<file path="src/rtl/demux_route_ctrl.sv">
// Single-entry routing controller for the 1-to-4 demux, with per-channel transfer counters.
// Optional stall-timeout drop is compiled in with DEMUX_TIMEOUT_EN.
module demux_route_ctrl #(
    parameter int DW      = 8,
    parameter int CNT_W   = 8,
    parameter int TIMEOUT = 16
) (
    input  logic             clk,
    input  logic             rst,
    input  logic [DW-1:0]    in_data,
    input  logic [1:0]       in_dest,
    input  logic             in_valid,
    output logic             in_ready,
    output logic [DW-1:0]    out_data,
    output logic [1:0]       sel,
    output logic [3:0]       out_valid,
    input  logic [3:0]       out_ready,
    output logic             busy,
    input  logic [1:0]       cnt_sel,
    output logic [CNT_W-1:0] cnt_out,
    output logic             drop
);

    typedef enum logic {
        IDLE,
        HOLD
    } state_t;

    state_t            state;
    state_t            state_nx;
    logic [DW-1:0]     data_q;
    logic [1:0]        sel_q;
    logic              hold;
    logic              xfer;
    logic              acc;
    logic              expire;
    logic [CNT_W-1:0]  cnt [4];

    assign hold     = (state == HOLD);
    assign xfer     = hold & out_ready[sel_q];
    // Ready passes straight through from the consumer so a word can reload every cycle.
    assign in_ready = ~hold | xfer;
    assign acc      = in_valid & in_ready;

    assign out_data  = data_q;
    assign sel       = sel_q;
    assign busy      = hold;
    assign out_valid = hold ? (4'b0001 << sel_q) : 4'b0000;
    assign cnt_out   = cnt[cnt_sel];

`ifdef DEMUX_TIMEOUT_EN
    localparam logic [7:0] TO_LIM = 8'(TIMEOUT - 1);

    logic [7:0] timer;
    logic       drop_q;

    // A transfer in the last stalled cycle takes priority over the drop.
    assign expire = hold & ~xfer & (timer == TO_LIM);
    assign drop   = drop_q;

    always_ff @(posedge clk) begin
        if (rst) begin
            timer  <= '0;
            drop_q <= 1'b0;
        end else begin
            drop_q <= expire;
            if (acc) begin
                timer <= '0;
            end else if (hold && !xfer) begin
                timer <= timer + 8'd1;
            end
        end
    end
`else
    assign expire = 1'b0;
    assign drop   = 1'b0 & (TIMEOUT > 0);
`endif

    always_comb begin
        state_nx = state;
        unique case (state)
            IDLE: begin
                if (acc) begin
                    state_nx = HOLD;
                end
            end
            HOLD: begin
                if (acc) begin
                    state_nx = HOLD;
                end else if (xfer || expire) begin
                    state_nx = IDLE;
                end
            end
            default: state_nx = IDLE;
        endcase
    end

    always_ff @(posedge clk) begin
        if (rst) begin
            state  <= IDLE;
            data_q <= '0;
            sel_q  <= 2'd0;
        end else begin
            state <= state_nx;
            if (acc) begin
                data_q <= in_data;
                sel_q  <= in_dest;
            end
        end
    end

    always_ff @(posedge clk) begin
        for (int i = 0; i < 4; i++) begin
            if (rst) begin
                cnt[i] <= '0;
            end else if (xfer && (sel_q == 2'(i))) begin
                cnt[i] <= cnt[i] + 1'b1;
            end
        end
    end

endmodule

</file>
<file path="config.mk">
export PLATFORM = sky130hd
export DESIGN_NAME = demux_route_ctrl
export DESIGN_NICKNAME = d
export VERILOG_FILES = /design/src/rtl/demux_route_ctrl.sv
export SDC_FILE = /design/constraint.sdc
export NUM_CORES = 1
export LEC_CHECK = 0
export BUFFER_PORTS_ARGS = -buffer_cell sky130_fd_sc_hd__buf_2
export CAP_MARGIN = 20
export CORE_MARGIN = 2
export CORE_UTILIZATION = 51
export CTS_CLUSTER_DIAMETER = 80
export DETAILED_ROUTE_END_ITERATION = 16
export PLACE_DENSITY_LB_ADDON = 0.12
export SYNTH_ARGS = -nofsm -noshare
export SYNTH_HDL_FRONTEND = slang
export SYNTH_SLANG_ARGS = --single-unit
</file>
<file path="constraint.sdc">
create_clock -name clk -period 4.25 [get_ports clk]
set_clock_uncertainty 0.05 [all_clocks]
set_input_delay 0 -clock clk [delete_from_list [all_inputs] [get_ports clk]]
set_output_delay 0 -clock clk [all_outputs]
set_load 0.01 [all_outputs]
</file>
==> impl_metrics.toml, run 1 <==
[job]
maxCapViolCount = 0

[clocking]
cts-resized-gates = 0
cts_root_buffer = "clkbuf_8"
cts_tree = "done"
clock_latency_ps = 290
cts_buffers = 5
clock_sinks = 43
clk_path_buf_depth = 2
htreeDepth = 2
clkTransAtPathRegs_ps = 80
postCtsSetupRepairBufs = 0

[synth]
async_flop_share = 0
synth_edf_count = 32
syn_inst = 216
ys_types = 35
synth-main-ff-cell = "edfxtp_1"
ys_seq_elements = 43
ys_seq_area_frac = 0.491
synth.net_count = 239
netlist_area_sq_um = 2400
yosysWarningCount = 0
postSynthAreaPerCell_sq_um = 11.1

[setup_path]
path_cells = "mux2i_1 -> a221oi_2 -> mux2i_1"
critical_path.slowest_cell = "a221oi_2"
cp_slowest_stage_delay_ps = 930
cp-end-kind = "flip-flop"
worst_r2r_path_depth = 3
crit_path_frequent_cell = "mux2i_1"
worst_ep_required_time_ps = 4420
path_class = "reg -> reg"
path_max_fanout = 12
start_kind = "flip-flop"
crit_arrival_ps = 2230

[global_routing]
grt_util_met2 = 0.337
grt_start_max_net_pins = 30
top_usage_layer = "met2"
grtUsageMet1 = 0.257
grtUsageMet3 = 0.0442
grt-ovfl-total = 0
track_usage = 0.198
grt_pass1_wl_um = 8090
antenna_found_initial = 0
grt_pass1_vias = 1765

[die]
initial_utilization = 0.541
die_h_um = 72.7
die_w_um = 72.7
dieArea_sq_um = 5280
fp-row-count = 24
fp.coreArea_sq_um = 4440
io_pins = 44

[finish]
fin_nets = 287
antenna_cells = 0
multiInputGateArea_sq_um = 1140
final.fill_count = 378
final_cells = 317
drive_above_1_share = 0.264
syn_to_final_growth_pct = 17.7
layout_common_cells = "buf_2, edfxtp_1, nand2b_1"
seq_area_sq_um = 1180
final_common_cell = "buf_2"

[timing]
whs_ps = 56.1
post-route-period-util = 0.483
fmax_ghz = 0.487
final_max_slew_viol_count = 0
period_minus_slack_ps = 2050
grt_setup_unrepaired = "false"
slew_headroom = 0.260
worst_pin_slew_ps = 1110
setup_viol = 0
setup_tns_ps = 0
hold_violations = 0

[power]
p_leak_nw = 1.09
power.density_nw_per_um2 = 320
vdd_ir_drop_max_uv = 155

[hold_path]
hold_class = "in -> reg"
whs_path_depth = 2

[routing]
drc = 0
num_vias = 1749
wirelength_um = 4720
first_pass_iters = 4
wl_per_cell_um = 14.9
drtIter0Drc = 149
via_per_inst = 5.52
antenna_left = 0

[outcome]
status = "complete, no violations"

[placed_design]
hpwlAfterDp_um = 3390
placedCellCount = 298
port_buffers = 42
gp_congestion = 0.748
synth_stat cells, types with 3 or more instances:
library cell / number / area share
a21oi_1: 13 / 0.027
buf_2: 3 / 0.0062
clkbuf_1: 6 / 0.0094
dfxtp_1: 11 / 0.092
edfxtp_1: 32 / 0.40
ha_1: 4 / 0.021
inv_1: 5 / 0.0078
mux2i_1: 12 / 0.050
mux4_2: 8 / 0.075
nand2_1: 11 / 0.017
nand2b_1: 22 / 0.057
nand3_1: 8 / 0.017
nor2_1: 20 / 0.031
o21ai_0: 9 / 0.019
o31ai_1: 3 / 0.0094
or2_2: 4 / 0.010
or3_1: 9 / 0.023
or4_1: 3 / 0.0094
xnor2_1: 4 / 0.015
xor2_1: 8 / 0.029
cell families (layout without fill, tap and decap cells):
group	Yosys count	count (layout)	share of synthesized area
AND/OR/NAND/NOR	92	92	0.217
buffers and inverters	17	66	0.0359
flip-flops	43	43	0.491
XOR/XNOR	12	12	0.0437
other	1	1	0.00156
AO/OA/AOI/OAI	27	27	0.0645
multiplexers	20	20	0.125
adder cells (fa/ha/maj)	4	4	0.0208
worst max-delay path: cells and delay by family (launching register included):
kind / cells / cell delay (ps)
flip-flops: 1 / 550
AO/OA/AOI/OAI: 1 / 930
multiplexers: 2 / 450
metal layers:
layer  part of all wire  routed length, um
met1               0.46               2150
met3              0.058                275
met5                  0                  0
met2               0.48               2240
met4              0.011                 53
worst paths after layout:
check | slack, ps | end | from
worst max-delay path | 2200 | out_data[5] | sel[0]
worst min-delay path | 60 | busy | rst
worst max register to register | 2200 | out_data[5] | sel[0]
worst min register to register | 420 | out_data[1] | out_data[1]
metrics by stage:
step                      utilization  setup slack (ps)  cell area [sq um]  power (W)
final                           0.637              2200               2830   0.000904
after floorplan                     -              2860               2400   0.000574
after detailed placement        0.588              2180               2610   0.000612
after global placement          0.588              2230               2610   0.000610
after CTS                       0.637              2150               2830   0.000914
after global routing            0.637              2030               2830   0.000941
sequential cells by signal, summed over array words and instances, names as in the netlist:
signal	flops
out_data	8
busy	1
sel	2
cnt	32
power by group:
group          total, W  switching (W)  internal (W)
Clock          0.000295       0.000143      0.000151
Sequential     0.000496      0.0000243      0.000472
Combinational  0.000113      0.0000545     0.0000588
Total          0.000904       0.000222      0.000682
repair_timing:
item                                    in CTS  in global routing
endpoints found under the hold margin       11                  0
endpoints found under the setup margin       0                  0
hold buffers                                11                  0
final cells by class:
class                           instances  share of cell area
Timing Repair Buffer                   53               0.113
Clock buffer                            6              0.0332
Tap cell                               52              0.0230
Clock inverter                          2             0.00487
Sequential cell                        43               0.418
Multi-Input combinational cell        156               0.402
Inverter                                5             0.00663
Power figures use the tool's default switching activity.
==> run 2, diff against run 1 <==
Settings changed: CORE_UTILIZATION 51 to 50.
Clock period 4.25 ns to 1.7 ns, I/O delays scaled along.
==> run 2 against run 1 <==
  * Wire length barely moved
  * Utilization fell by 3.3 points
  * Non-clock buffer count rose by 1
  * Largest cell class unchanged
==> impl_metrics.toml, run 2 (synthesis gave the netlist of run 1 again) <==
[setup_path]
critical_path.slowest_cell = "dfxtp_1"
worst_ep_required_time_ps = 1870
path_cells = "mux2i_1 -> a221oi_2 -> buf_4 -> mux2i_1"
cp_slowest_stage_delay_ps = 540
path_max_fanout = 12
crit_arrival_ps = 1740
cp-end-kind = "flip-flop"
crit_path_frequent_cell = "mux2i_1"
start_kind = "flip-flop"
path_class = "reg -> reg"

[timing]
post-route-period-util = 0.919
whs_ps = 68.3
grt_setup_unrepaired = "false"
setup_tns_ps = 0
period_minus_slack_ps = 1560
hold_violations = 0
fmax_ghz = 0.640
setup_viol = 0
final_max_slew_viol_count = 0

[finish]
antenna_cells = 0
largest_reg_flops = 32
regMostFlops = "cnt"
syn_to_final_growth_pct = 17.9
final.fill_count = 376
fin_nets = 288
layout_common_cells = "buf_2, edfxtp_1, nand2b_1"
drive_above_1_share = 0.259
final_common_cell = "buf_2"

[placed_design]
hpwlAfterDp_um = 3370
gp_congestion = 0.758
port_buffers = 42

[die]
dieArea_sq_um = 5380
io_pins = 44
die_h_um = 73.3
fp.coreArea_sq_um = 4690
fp-row-count = 25
initial_utilization = 0.512
die_w_um = 73.3

[hold_path]
hold_class = "in -> reg"

[routing]
drc = 0
num_vias = 1749
wirelength_um = 4720
antenna_left = 0
first_pass_iters = 4
wl_per_cell_um = 14.7
via_per_inst = 5.47
drtIter0Drc = 77

[clocking]
cts_root_buffer = "clkbuf_8"
postCtsSetupRepairBufs = 0
htreeDepth = 2
clkTransAtPathRegs_ps = 70
clock_sinks = 43
cts_tree = "done"
clk_path_buf_depth = 2
clock_latency_ps = 300
cts_buffers = 5

[global_routing]
antenna_found_initial = 0
track_usage = 0.189
grt_pass1_vias = 1629
grt_start_max_net_pins = 30
grt_pass1_wl_um = 7680
grt-ovfl-total = 0

[job]
maxCapViolCount = 0

[power]
vdd_ir_drop_max_uv = 389
p_leak_nw = 1.09
power.density_nw_per_um2 = 793

[outcome]
status = "complete, no violations"
run 2: cell types whose count changed in the layout (fill, tap and decap cells not counted), sizes merged:
cell / previous run / this run
clkinv: 2 / 0
clkbuf: 6 / 8
buf: 42 / 43
run 2: metal layers:
metal | up-vias | wire length (um) | global-route usage
li1 | 872 | - | -
met1 | 810 | 2240 | 0.259
met2 | 60 | 2180 | 0.294
met3 | 7 | 234 | 0.0494
met4 | 0 | 69 | 0.0646
met5 | - | 0 | 0
run 2: timing repair:
action	4_1_cts	5_1_grt
hold endpoints to repair	11	0
hold buffers	11	0
gates resized for setup	0	0
run 2: worst paths after layout:
check / start / endpoint / slack [ps] / cells after the start
max reg2reg: sel[0] / out_data[5] / 140 / 4
min reg2reg: out_data[6] / out_data[6] / 430 / 2
max: sel[0] / out_data[5] / 140 / 4
min: rst / busy / 70 / 2
run 2: report_power, final:
part / total, W / internal, W / leakage [nW] / switching [W]
registers: 0.00124 / 0.00118 / 0.423 / 0.0000608
logic: 0.000283 / 0.000148 / 0.618 / 0.000135
clock network: 0.000721 / 0.000380 / 0.0506 / 0.000340
total: 0.00225 / 0.00171 / 1.09 / 0.000536
run 2: layout make-up:
class,instances,area [sq um],share of cell area
clock buffers,8,101,0.0358
well taps,54,67.6,0.0239
repair buffers,54,328,0.116
multi-input cells,156,1140,0.401
flip-flops and latches,43,1180,0.417
inverters,5,18.8,0.00663
run 2: per-stage QoR:
stage          instances  cell area, sq um  total power, W  setup WS [ps]  utilization
2_1_floorplan        216              2400         0.00144            311            -
3_3_place_gp         301              2620         0.00153            194        0.559
3_5_place_dp         301              2620         0.00153            140        0.559
4_1_cts              320              2830         0.00226            121        0.604
5_1_grt              320              2830         0.00234           26.4        0.604
6_report             320              2830         0.00225            138        0.604
run 2: worst max-delay path: cells and delay by family (launching register included):
kind | cells | cell delay, ps
buffers and inverters | 1 | 250
flip-flops | 1 | 540
multiplexers | 2 | 380
AO/OA/AOI/OAI | 1 | 280
==> run 3, diff against run 2 <==
Settings changed: ABC_AREA from default to 1.
==> run 3 against run 2 <==
  * Die area barely moved
  * Synthesized cell count grew 31%
  * Sequential share of layout area is 0.91 points lower
  * Via count is 14% higher
  * Global-route usage grew 1.6 points
  * Critical path depth stayed put
  * Final area is 2.3% higher
  * Critical endpoint is now in_ready
==> impl_metrics.toml, run 3 <==
[outcome]
status = "complete, no violations"

[timing]
post-route-period-util = 0.915
grt_setup_unrepaired = "false"
setup_viol = 0
final_max_slew_viol_count = 0
hold_violations = 0
fmax_ghz = 0.643
period_minus_slack_ps = 1560
postLayoutSetupSlackWorst_ps = 144
setup_tns_ps = 0

[global_routing]
track_usage = 0.205
grtUsageMet1 = 0.275
grt_pass1_wl_um = 8450
grt_pass1_vias = 1891
antenna_found_initial = 0
grt_util_met2 = 0.329
top_usage_layer = "met2"
grtUsageMet3 = 0.0453
grt_start_max_net_pins = 23
grt-ovfl-total = 0

[clocking]
clock_sinks = 43
cts_buffers = 5
clock_latency_ps = 300
cts_root_buffer = "clkbuf_8"
cts_tree = "done"
clk_path_buf_depth = 2
clkTransAtPathRegs_ps = 80
htreeDepth = 2

[power]
p_leak_nw = 1.25
power.density_nw_per_um2 = 781
vdd_ir_drop_max_uv = 433

[placed_design]
place_area_sq_um = 2680
placedCellCount = 376
pre_cts_ws_ps = 90.0
gp_congestion = 0.837
port_buffers = 42
hpwlAfterDp_um = 3690

[finish]
antenna_cells = 0
final_util = 0.618
syn_to_final_growth_pct = 20.5
largest_reg_flops = 32
final_common_cell = "nor2_1"
final.fill_count = 410
final_cells = 396
regMostFlops = "cnt"
fin_nets = 364
drive_above_1_share = 0.228
layout_common_cells = "nor2_1, buf_2, nand2_1"
fin_area_sq_um = 2900

[synth]
synthSimpleGateAreaFrac = 0.273
muxShareOfSynthArea = 0
synth_area_leaders = "edfxtp_1, dfxtp_1, nor2_1"
synth_edf_count = 32
yosys.area.top_type = "edfxtp_1"
synth_top_area_frac = 0.399
synthAdderAreaFrac = 0.0208
netlist_area_sq_um = 2410
yosysWarningCount = 0
synth-main-ff-cell = "edfxtp_1"
ys_seq_elements = 43
ys_seq_area_frac = 0.491
synth_common_cells = "nor2_1, nand2_1, edfxtp_1"
postSynthAreaPerCell_sq_um = 8.50
syn_inst = 283
yosysMostFrequentCell = "nor2_1"
ys_types = 30
async_flop_share = 0
synthXorXnorAreaFrac = 0.0619
synth.net_count = 306
synth_top_family_by_area = "simple AND/OR/NAND/NOR gates"
synth_compound_area_frac = 0.0858

[setup_path]
path_class = "reg -> out"
critical_path.slowest_cell = "dfxtp_1"
worst_r2r_path_depth = 7
r2r_start = "sel[0]"
crit_buf_inv = 2
start_kind = "flip-flop"
path_delay_family = "flip-flops"
path_max_fanout = 22
crit_arrival_ps = 1510
path_cells = "inv_1 -> nand2_2 -> nand3_4 -> buf_2"
worst_ep_required_time_ps = 1650
cp_slowest_stage_delay_ps = 480
r2r_slack_ps = 190
cp-end-kind = "output pin"
r2r-end = "cnt[1][6]"

[die]
dieArea_sq_um = 5380
die_h_um = 73.4
io_pins = 44
die_w_um = 73.4
initial_utilization = 0.513
fp.coreArea_sq_um = 4690
fp-row-count = 25

[hold_path]
min_to = "busy"
min_from = "in_valid"
whs_path_depth = 3
hold_class = "in -> reg"

[routing]
first_pass_iters = 4
via_per_inst = 5.02
wl_per_cell_um = 12.9
num_vias = 1989
drtIter0Drc = 83
drc = 0
antenna_left = 0
wirelength_um = 5130

[job]
maxCapViolCount = 0
## run 3: where the power goes
part	internal [W]	total [W]	switching [W]
clock	0.000287	0.000656	0.000369
combinational	0.000150	0.000366	0.000216
sequential	0.00119	0.00124	0.0000553
## run 3: tightest hold or removal path, delay by kind of cell
kind	cells	cell delay [ps]
AOI/OAI and AO/OA	1	60
buffers and inverters	2	310
## run 3: logic make-up after synthesis
logic type / after synthesis
adder cells (fa/ha/maj): 4
AND/OR/NAND/NOR: 139
flip-flops: 43
buffers and inverters: 39
AO/OA/AOI/OAI: 40
other: 1
XOR/XNOR: 17
## run 3: metal layers
| layer | vias to the layer above | share of wire |
|---|---|---|
| li1 | 1052 | - |
| met1 | 877 | 0.49 |
| met2 | 55 | 0.45 |
| met3 | 5 | 0.046 |
| met4 | 0 | 0.014 |
| met5 | - | 0 |
## run 3: final cells by class
cell class,count,area (sq um),share of cell area
Clock buffer,5,68.8,0.0237
Clock inverter,3,18.8,0.00647
Inverter,30,113,0.0388
Multi-Input combinational cell,201,1080,0.371
Sequential cell,43,1180,0.408
Tap cell,54,67.6,0.0233
Timing Repair Buffer,60,373,0.129
## run 3: worst max path at each step
stage / cells after the start / end / slack (ps) / startpoint
3_3_place_gp: 6 / cnt[2][3] / 140 / sel[0]
2_1_floorplan: 4 / cnt[3][0] / 90 / sel[1]
6_report: 4 / in_ready / 140 / sel[1]
4_1_cts: 6 / cnt[2][0] / 80 / sel[0]
5_1_grt: 7 / cnt[0][6] / 40 / cnt[0][0]
3_5_place_dp: 6 / cnt[2][4] / 90 / sel[0]
## run 3: through the flow
step                hold WS (ps)  total power (W)
finish                      50.1          0.00226
global route                75.1          0.00238
CTS                         44.0          0.00227
detailed placement           137          0.00161
global placement             134          0.00160
floorplan                   19.1          0.00149
## run 3: repair_timing
action	CTS	global route
gates resized for setup	0	5
endpoints found under the hold margin	11	0
setup endpoints to repair	0	27
hold buffers	11	0
setup buffers	0	1
